File: src/rtl/fp_sched_pkg.sv
// Shared types for the FP unit arbiter: FSM states, default operand width
// and the operand-handshake flag record.
package fp_sched_pkg;

  localparam int FP_W = 32;

  typedef enum logic [1:0] {
    S_IDLE   = 2'd0,
    S_ISSUE  = 2'd1,
    S_WAIT   = 2'd2,
    S_RETURN = 2'd3
  } state_t;

  // Sticky record of which operand the FP unit has already accepted
  typedef struct packed {
    logic a_done;
    logic b_done;
  } hs_flags_t;

endpackage

File: src/rtl/rr_arbiter.sv
// Combinational round-robin selector: picks the first asserted request at or
// after the pointer, wrapping around once.
module rr_arbiter #(
  parameter  int N_REQ = 4,
  localparam int IDXW  = $clog2(N_REQ)
) (
  input  logic [N_REQ-1:0] i_req,
  input  logic [IDXW-1:0]  i_ptr,
  output logic [N_REQ-1:0] o_gnt,
  output logic [IDXW-1:0]  o_idx
);

  logic            w_found;
  logic [IDXW-1:0] w_pos;

  // Scan requesters starting from the pointer; first hit wins
  always_comb begin
    o_gnt   = '0;
    o_idx   = '0;
    w_found = 1'b0;
    w_pos   = '0;
    for (int unsigned i = 0; i < N_REQ; i++) begin
      w_pos = IDXW'((int'(i_ptr) + int'(i)) % N_REQ);
      if (!w_found && i_req[w_pos]) begin
        w_found      = 1'b1;
        o_idx        = w_pos;
        o_gnt[w_pos] = 1'b1;
      end
    end
  end

endmodule

File: src/rtl/fp_unit_arbiter.sv
// Shares one floating-point unit among N_REQ requesters. Operands and results
// pass through untouched; the block only sequences the handshakes.
module fp_unit_arbiter
  import fp_sched_pkg::*;
#(
  parameter  int N_REQ = 4,
  parameter  int W     = FP_W,
  localparam int IDXW  = $clog2(N_REQ)
) (
  input  logic               clk,
  input  logic               rst,
  input  logic [N_REQ*W-1:0] req_a,
  input  logic [N_REQ*W-1:0] req_b,
  input  logic [N_REQ-1:0]   req_stb,
  output logic [N_REQ-1:0]   req_ack,
  output logic [W-1:0]       req_z,
  output logic [N_REQ-1:0]   req_z_stb,
  input  logic [N_REQ-1:0]   req_z_ack,
  output logic [W-1:0]       unit_a,
  output logic [W-1:0]       unit_b,
  output logic               unit_a_stb,
  output logic               unit_b_stb,
  input  logic               unit_a_ack,
  input  logic               unit_b_ack,
  input  logic [W-1:0]       unit_z,
  input  logic               unit_z_stb,
  output logic               unit_z_ack,
  output logic [IDXW-1:0]    grant_id,
  output logic               busy
);

  state_t           r_state;
  hs_flags_t        r_flags;
  logic [IDXW-1:0]  r_ptr;
  logic [IDXW-1:0]  r_gid;
  logic [W-1:0]     r_a;
  logic [W-1:0]     r_b;
  logic [W-1:0]     r_z;
  logic [N_REQ-1:0] r_req_ack;
  logic [N_REQ-1:0] r_z_stb;
  logic             r_a_stb;
  logic             r_b_stb;
  logic             r_zack;
  logic             r_busy;

  logic [N_REQ-1:0] w_gnt;
  logic [IDXW-1:0]  w_idx;
  logic [N_REQ-1:0] w_gid_oh;
  logic             w_a_done;
  logic             w_b_done;

  rr_arbiter #(.N_REQ(N_REQ)) u_rr (
    .i_req (req_stb),
    .i_ptr (r_ptr),
    .o_gnt (w_gnt),
    .o_idx (w_idx)
  );

  // An operand counts as delivered once recorded, or in the cycle its ack is sampled
  assign w_a_done = r_flags.a_done | (r_a_stb & unit_a_ack);
  assign w_b_done = r_flags.b_done | (r_b_stb & unit_b_ack);
  assign w_gid_oh = N_REQ'(1) << r_gid;

  // Transaction FSM; every output is a register updated here
  always_ff @(posedge clk) begin
    if (rst) begin
      r_state   <= S_IDLE;
      r_flags   <= '0;
      r_ptr     <= '0;
      r_gid     <= '0;
      r_a       <= '0;
      r_b       <= '0;
      r_z       <= '0;
      r_req_ack <= '0;
      r_z_stb   <= '0;
      r_a_stb   <= 1'b0;
      r_b_stb   <= 1'b0;
      r_zack    <= 1'b0;
      r_busy    <= 1'b0;
    end else begin
      r_req_ack <= '0;
      r_zack    <= 1'b0;
      case (r_state)
        S_IDLE: begin
          if (|req_stb) begin
            r_gid     <= w_idx;
            r_ptr     <= (w_idx == IDXW'(N_REQ - 1)) ? '0 : w_idx + 1'b1;
            r_a       <= req_a[int'(w_idx)*W +: W];
            r_b       <= req_b[int'(w_idx)*W +: W];
            r_req_ack <= w_gnt;
            r_a_stb   <= 1'b1;
            r_b_stb   <= 1'b1;
            r_flags   <= '0;
            r_busy    <= 1'b1;
            r_state   <= S_ISSUE;
          end
        end
        S_ISSUE: begin
          if (r_a_stb && unit_a_ack) begin
            r_a_stb        <= 1'b0;
            r_flags.a_done <= 1'b1;
          end
          if (r_b_stb && unit_b_ack) begin
            r_b_stb        <= 1'b0;
            r_flags.b_done <= 1'b1;
          end
          if (w_a_done && w_b_done) begin
            r_state <= S_WAIT;
          end
        end
        S_WAIT: begin
          if (unit_z_stb) begin
            r_z     <= unit_z;
            r_zack  <= 1'b1;
            r_z_stb <= w_gid_oh;
            r_state <= S_RETURN;
          end
        end
        S_RETURN: begin
          if (req_z_ack[r_gid]) begin
            r_z_stb <= '0;
            r_busy  <= 1'b0;
            r_state <= S_IDLE;
          end
        end
        default: r_state <= S_IDLE;
      endcase
    end
  end

  assign req_ack    = r_req_ack;
  assign req_z      = r_z;
  assign req_z_stb  = r_z_stb;
  assign unit_a     = r_a;
  assign unit_b     = r_b;
  assign unit_a_stb = r_a_stb;
  assign unit_b_stb = r_b_stb;
  assign unit_z_ack = r_zack;
  assign grant_id   = r_gid;
  assign busy       = r_busy;

endmodule

File: config.mk
export PLATFORM = sky130hd
export DESIGN_NAME = fp_unit_arbiter
export DESIGN_NICKNAME = d
export VERILOG_FILES = /design/src/rtl/fp_sched_pkg.sv /design/src/rtl/rr_arbiter.sv /design/src/rtl/fp_unit_arbiter.sv
export SDC_FILE = /design/constraint.sdc
export NUM_CORES = 1
export LEC_CHECK = 0
export CAP_MARGIN = 15
export CORE_MARGIN = 8
export CORE_UTILIZATION = 30
export DETAILED_ROUTE_END_ITERATION = 8
export PLACE_DENSITY_LB_ADDON = 0.05
export SLEW_MARGIN = 20
export SYNTH_ARGS = -nofsm -noshare
export SYNTH_HDL_FRONTEND = slang
export SYNTH_HIERARCHICAL = 1
export SYNTH_SLANG_ARGS = --single-unit
File: constraint.sdc
create_clock -name clk -period 3.6 [get_ports clk]
set_input_delay 0.72 -clock clk [delete_from_list [all_inputs] [get_ports clk]]
set_output_delay 0.72 -clock clk [all_outputs]
set_load 0.02 [all_outputs]
# ---- Yosys cells after proc, flatten, opt, wreduce, memory -nomap -nowiden
# Index checks and enable logic that the tools add are counted.
dict set report totals {
  output_inout_bits 110
  word_cells 127
  ff_bits 116
  input_bits 301
}
dict set report classes {
  n_shift 3
  order_cmp 9
  addsub 4
  mux 50
  n_eq_ne 10
  n_reduce_logical 27
  bitwise 10
}
# cell n
set op_table {}
lappend op_table {{$shiftx 128x8->32} 2}
lappend op_table {{$mux 4} 6}
lappend op_table {{$mux 2} 10}
lappend op_table {{$mux 1} 19}
lappend op_table {{$lt 2x3->1 const B} 5}
lappend op_table {{$ne 2x2->1 const B} 6}
lappend op_table {{$or 4x4->4} 3}
lappend op_table {{$reduce_and 3->1} 4}
lappend op_table {{$bmux 1 s2} 5}
lappend op_table {{$logic_and 1x1->1} 10}
lappend op_table {{$demux 1 s2} 4}
lappend op_table {{$ge 2x1->1 const B} 4}
lappend op_table {{$pmux 2 s4} 1}
lappend op_table {{$pmux 4 s2} 1}
lappend op_table {{$eq 2x2->1 const B} 3}
lappend op_table {{$pmux 1 s2} 3}
lappend op_table {{$reduce_bool 2->1} 3}
lappend op_table {{$add 2x1->2 const B} 2}
lappend op_table {{$add 2x2->2 const B} 2}
lappend op_table {{$pmux 2 s2} 1}
lappend op_table {{$reduce_and 2->1} 2}
lappend op_table {{$reduce_and 4->1} 1}
lappend op_table {{$reduce_or 4->1} 1}
lappend op_table {{$shl 1x2->4 const A} 1}
lappend op_table {{other kinds (8)} 14}

# ---- Logic depth before layout (Yosys ltp)
dict set report depth {
  depth_word 14
  mapped_depth 12
  depth_no_buf 9
}

# ---- Hierarchy
# Netlist, hierarchy kept.
# mod cells_per_inst instances seq_area_each_um2 area_each_um2
set modules_own_cells {}
lappend modules_own_cells {fp_unit_arbiter 597 1 2322.2 5769.3}
lappend modules_own_cells {rr_arbiter 48 1 0.0 439.2}

# ---- Worst setup path after synthesis
# Ideal clock, no wire load.
dict set report synth_path {
  kind {register -> register}
  startpoint {reg r_ptr[1]}
  endpoint {reg r_a[10], in the netlist unit_a[10]}
  path_slack_ps 607
  n_path_buf 2
  arrival_time_ps 2861
  path_stages_with_launch 12
  t_required_ps 3468
  cell_sequence {dfxtp_1 > inv_1 > ha_1 > mux4_2 > nor2b_4 > o21ai_1 > o31ai_1 > buf_4 > buf_6 > mux4_2 > nand2_1 > a21oi_1}
}
dict set report synth_via {
  elab_chain_cells 13
  elab_cells_between_ends 25
  classes_between {add/sub (3); shift (1); mux (15); reduce/logical (6)}
}
# element line
set synth_rtl {}
lappend synth_rtl {{from (decl)} fp_unit_arbiter.sv:34} ;# logic [IDXW-1:0] r_ptr;
lappend synth_rtl {{from (signal assigned)} fp_unit_arbiter.sv:87} ;# r_ptr <= (w_idx == IDXW'(N_REQ - 1)) ? '0 : w_idx + 1'b1;
lappend synth_rtl {{branches (longest 11 deep; another with $add 2x1->2)} n/a}
lappend synth_rtl {{$mux 2 *} rr_arbiter.sv:24} ;# if (!w_found && i_req[w_pos]) begin
lappend synth_rtl {{via w_idx[0]} fp_unit_arbiter.sv:47} ;# logic [IDXW-1:0] w_idx;
lappend synth_rtl {{$shiftx 128x8->32 *} fp_unit_arbiter.sv:88} ;# r_a <= req_a[int'(w_idx)*W +: W];
lappend synth_rtl {{to (signal assigned)} fp_unit_arbiter.sv:88}
lappend synth_rtl {{to (decl)} fp_unit_arbiter.sv:36} ;# logic [W-1:0] r_a;
# Mark *: on every way through the listed nets, which the timed path passes. The select of a mux whose other input is x is not followed.
# A chain may end at the register's enable or synchronous reset.

# ---- Final worst setup path
dict set report layout_path {
  startpoint {in req_stb[2]}
  endpoint {reg r_b[8], in the netlist unit_b[8]}
}
dict set report layout_via {
  elab_chain_cells 13
  elab_cells_between_ends 24
  classes_between {shift (1); mux (15); reduce/logical (8)}
}
# element line
set layout_rtl {}
lappend layout_rtl {{from (decl)} fp_unit_arbiter.sv:14} ;# input logic [N_REQ-1:0] req_stb,
lappend layout_rtl {{$bmux 1 s2} rr_arbiter.sv:24}
lappend layout_rtl {{$mux 1 (implied by the code)} rr_arbiter.sv:24}
lappend layout_rtl {{$mux 1} rr_arbiter.sv:24}
lappend layout_rtl {{$logic_not 1->1} rr_arbiter.sv:24}
lappend layout_rtl {{$logic_and 1x1->1} rr_arbiter.sv:24}
lappend layout_rtl {{$mux 1} rr_arbiter.sv:24}
lappend layout_rtl {{$logic_not 1->1} rr_arbiter.sv:24}
lappend layout_rtl {{$logic_and 1x1->1} rr_arbiter.sv:24}
lappend layout_rtl {{$mux 1} rr_arbiter.sv:24}
lappend layout_rtl {{$logic_not 1->1} rr_arbiter.sv:24}
lappend layout_rtl {{$logic_and 1x1->1} rr_arbiter.sv:24}
lappend layout_rtl {{$mux 2 *} rr_arbiter.sv:24}
lappend layout_rtl {{via w_idx[1]} fp_unit_arbiter.sv:47}
lappend layout_rtl {{$shiftx 128x8->32 *} fp_unit_arbiter.sv:89} ;# r_b <= req_b[int'(w_idx)*W +: W];
lappend layout_rtl {{to (signal assigned)} fp_unit_arbiter.sv:89}
lappend layout_rtl {{to (decl)} fp_unit_arbiter.sv:37} ;# logic [W-1:0] r_b;
# Mark *: on every way through the listed nets, which the timed path passes. The rest lies on a longest branch. The select of a mux whose other input is x is not followed.

==> impl_metrics.csv <==
group,metric,value,unit
run_status,outcome,"completed",
yosys,yosys.area_share.adder,2.015,%
worst_setup_path,cp_num_buf_inv,3,
drt,drc_errors,0,
worst_setup_path,critical_path_arrival,3410,ps
drt,first_pass_iters,4,
yosys,synth-simple-area-share,17.41,%
sta,slew_violations,0,
yosys,synth_compound_gate_area_share,11.89,%
yosys,ys_seq_elements,116,
clocking,cts-root-buf,"clkbuf_16",
clocking,hold_buffers,0,
worst_setup_path,start_kind,"primary input",
layout,nets,1362,
clocking,clk_pin_slew,60,ps
yosys,ys_types,43,
die,placementRows,52,
die,dieArea,0.02555,mm^2
place,dp.cells,1302,
worst_setup_path,end_kind,"register",
die,floorplan.die.width,159.9,um
clocking,clockBufferDepth,2,
sta,fmax,0.3175,GHz
job,cap_violations,0,
sta,setup_viol,0,
yosys,synth_area_leader_cell,"dfxtp_1",
clocking,cts_max_level,4,
drt,antenna_left,0,
clocking,post_cts_buffers,0,
sta,fin_crit_sh,87.50,%
sta,fin_crit,3150,ps
sta,hold_viol_final,0,
clocking,cts_resized,0,
worst_setup_path,critical-path-top-delay-family,"buffers and inverters",
worst_setup_path,crit_required,3860,ps
sta,tns,0,ps
worst_setup_path,crit_fanout,22,
grt,grt_start_max_net_pins,66,
grt,grt_pass1_vias,6747,
yosys,synth_fp_nets,956,
clocking,clock-sinks,116,
drt,drtIter0Drc,248,
grt,overflow,0,
layout,n_antenna_cell,0,
place,place.gp.congestion,0.8266,
layout,finalNonFillerCells,1334,
yosys,muxShareOfSynthArea,26.36,%
worst_setup_path,worstPathCellList,"clkdlybuf4s50_1 > buf_4 > mux4_2 > nand2b_4 > a211oi_1 > o2bb2ai_4 > buf_4 > mux4_2 > nand2_1 > a21oi_1",
place,dpl.hpwl,20790,um
die,core,0.02030,mm^2
yosys,ys.flop_type,"dfxtp_1",
sta,slew_headroom,33.23,%
grt,grt_pass1_wl,39460,um
sta,tightest_slew,999.4,ps
clocking,clk_latency,420,ps
sta,finClkSkew,6.683,ps
pwr,p_per_area,738.0,mW/mm^2
pwr,power,8.383,mW
layout,final_layout_size_suffix_gt1_share,13.72,%
die,initial_utilization,30.58,%
place,port-buffer-count,410,
drt,vias_per_cell,4.760,
sta,grt_setup_unrepaired,"false",
yosys,post-synth-top-count-cell,"nand2_1",
layout,num-fill-cells,1887,
yosys,async_flop_share,0,%
yosys,synth_top_family_by_area,"multiplexers",
place,postPlaceCellArea,0.01071,mm^2
die,ioPinCount,411,
die,fp.dieH,159.9,um
yosys,synth_area,0.006208,mm^2
clocking,cts_buffers,17,
layout,areaGrowthSynthToFinish,82.95,%
yosys,synth_xor_area_share,0,%
pwr,leakage,4.130,nW
worst_setup_path,worstSetupPathType,"in -> reg",
yosys,syn_inst,645,
yosys,synth_edf_count,0,
yosys,synth-seq-area-share,37.40,%
pwr,vdd_drop_max,0.3399,mV
worst_setup_path,cp_slowest_cell,"clkdlybuf4s50_1",
yosys,synth_common_cells,"209 x nand2_1, 116 x dfxtp_1, 108 x a21oi_1, 68 x mux4_2, 23 x clkbuf_1",
yosys,yosysTopAreaCellShare,37.40,%
yosys,syn_area_per_cell,9.626,um^2
clocking,tritoncts,"yes",
grt,antenna_found_initial,0,
worst_hold_path,hp-class,"reg -> reg",
yosys,synthTopCellsByArea,"dfxtp_1 37%, mux4_2 25%, nand2_1 13%",
layout,final_area,0.01136,mm^2
drt,routed_wl,25560,um
worst_setup_path,critPathMaxStageDelay,490,ps
drt,via_count,6350,
yosys,ys_warn_count,6,
drt,avgRoutedWirePerCell,19.16,um
grt,grt_use_total,19.78,%
-- worst min-delay path: stages (launching register included) --
cell	delay, ps
dfxtp_1	300
nand2_1	50
a21oi_1	50
-- sequential cells by signal (all words and copies together) (netlist names), 2 cells and up --
register	cells
unit_b	32
grant_id	2
req_z	32
r_ptr	2
r_flags	2
req_ack	4
r_state	2
unit_a	32
req_z_stb	4
-- metal layers --
metal	track usage, %	wire length [um]	part of all wire [%]	up-vias
met3	6.735	2016	7.9	28
met4	6.627	516	2.0	0
li1	-	-	-	3101
met2	36.32	13420	52	270
met5	0	0	0	-
met1	20.76	9610	38	2951
-- placed cells by master, fill, tap and decap left out, drive strengths merged, types with 5 or more instances in the layout --
cell type      instances
mux2i                  6
buf                   30
and2                   6
dfxtp                116
ha                    10
clkdlybuf4s50        409
nand2b                 8
a221oi                 5
nor2                   9
clkbuf                17
inv                   12
o2bb2ai                5
mux4                  68
nand2                209
nor2b                  7
a21oi                108
-- power by group --
group / switching (mW) / internal, mW / total (mW)
clock network: 0.663 / 1.18 / 1.84
logic: 2.25 / 2.51 / 4.75
registers: 0.172 / 1.61 / 1.79
total: 3.08 / 5.30 / 8.38
-- cell families (layout without fill, tap and decap cells) --
family / after synthesis / count (layout)
adder cells (fa/ha/maj): 10 / 10
flip-flops: 116 / 116
AND/OR/NAND/NOR: 251 / 251
multiplexers: 78 / 78
AO/OA/AOI/OAI: 132 / 132
buffers and inverters: 58 / 477
-- metrics by stage --
| step | hold slack [ps] | util, % | setup slack (ps) |
|---|---|---|---|
| global placement | 441.1 | 52.77 | 45.88 |
| finish | 451.3 | 55.95 | 450.0 |
| global route | 462.7 | 55.95 | 323.9 |
| detailed placement | 445.5 | 52.77 | 33.15 |
| floorplan | 445.9 | - | 606.8 |
| CTS | 453.1 | 55.95 | 469.5 |
-- final cells by class --
type / count / area [um^2] / share of cell area [%]
tap: 270 / 337.8 / 2.974
sequential: 116 / 2322 / 20.45
clock buffer: 17 / 425.4 / 3.745
clock inverter: 15 / 220.2 / 1.939
timing repair buffer: 439 / 4407 / 38.80
multi-input combinational: 471 / 3623 / 31.90
inverter: 6 / 22.52 / 0.1983
-- worst paths after layout --
kind              start  slack (ps)  depth (start not counted)         end
max          req_stb[2]         450                         10   unit_b[8]
min          unit_a[27]         450                          2  unit_a[27]
max reg2reg    r_ptr[0]         620                         10   unit_b[8]
min reg2reg  unit_a[27]         450                          2  unit_a[27]
Power figures use the tool's default switching activity.
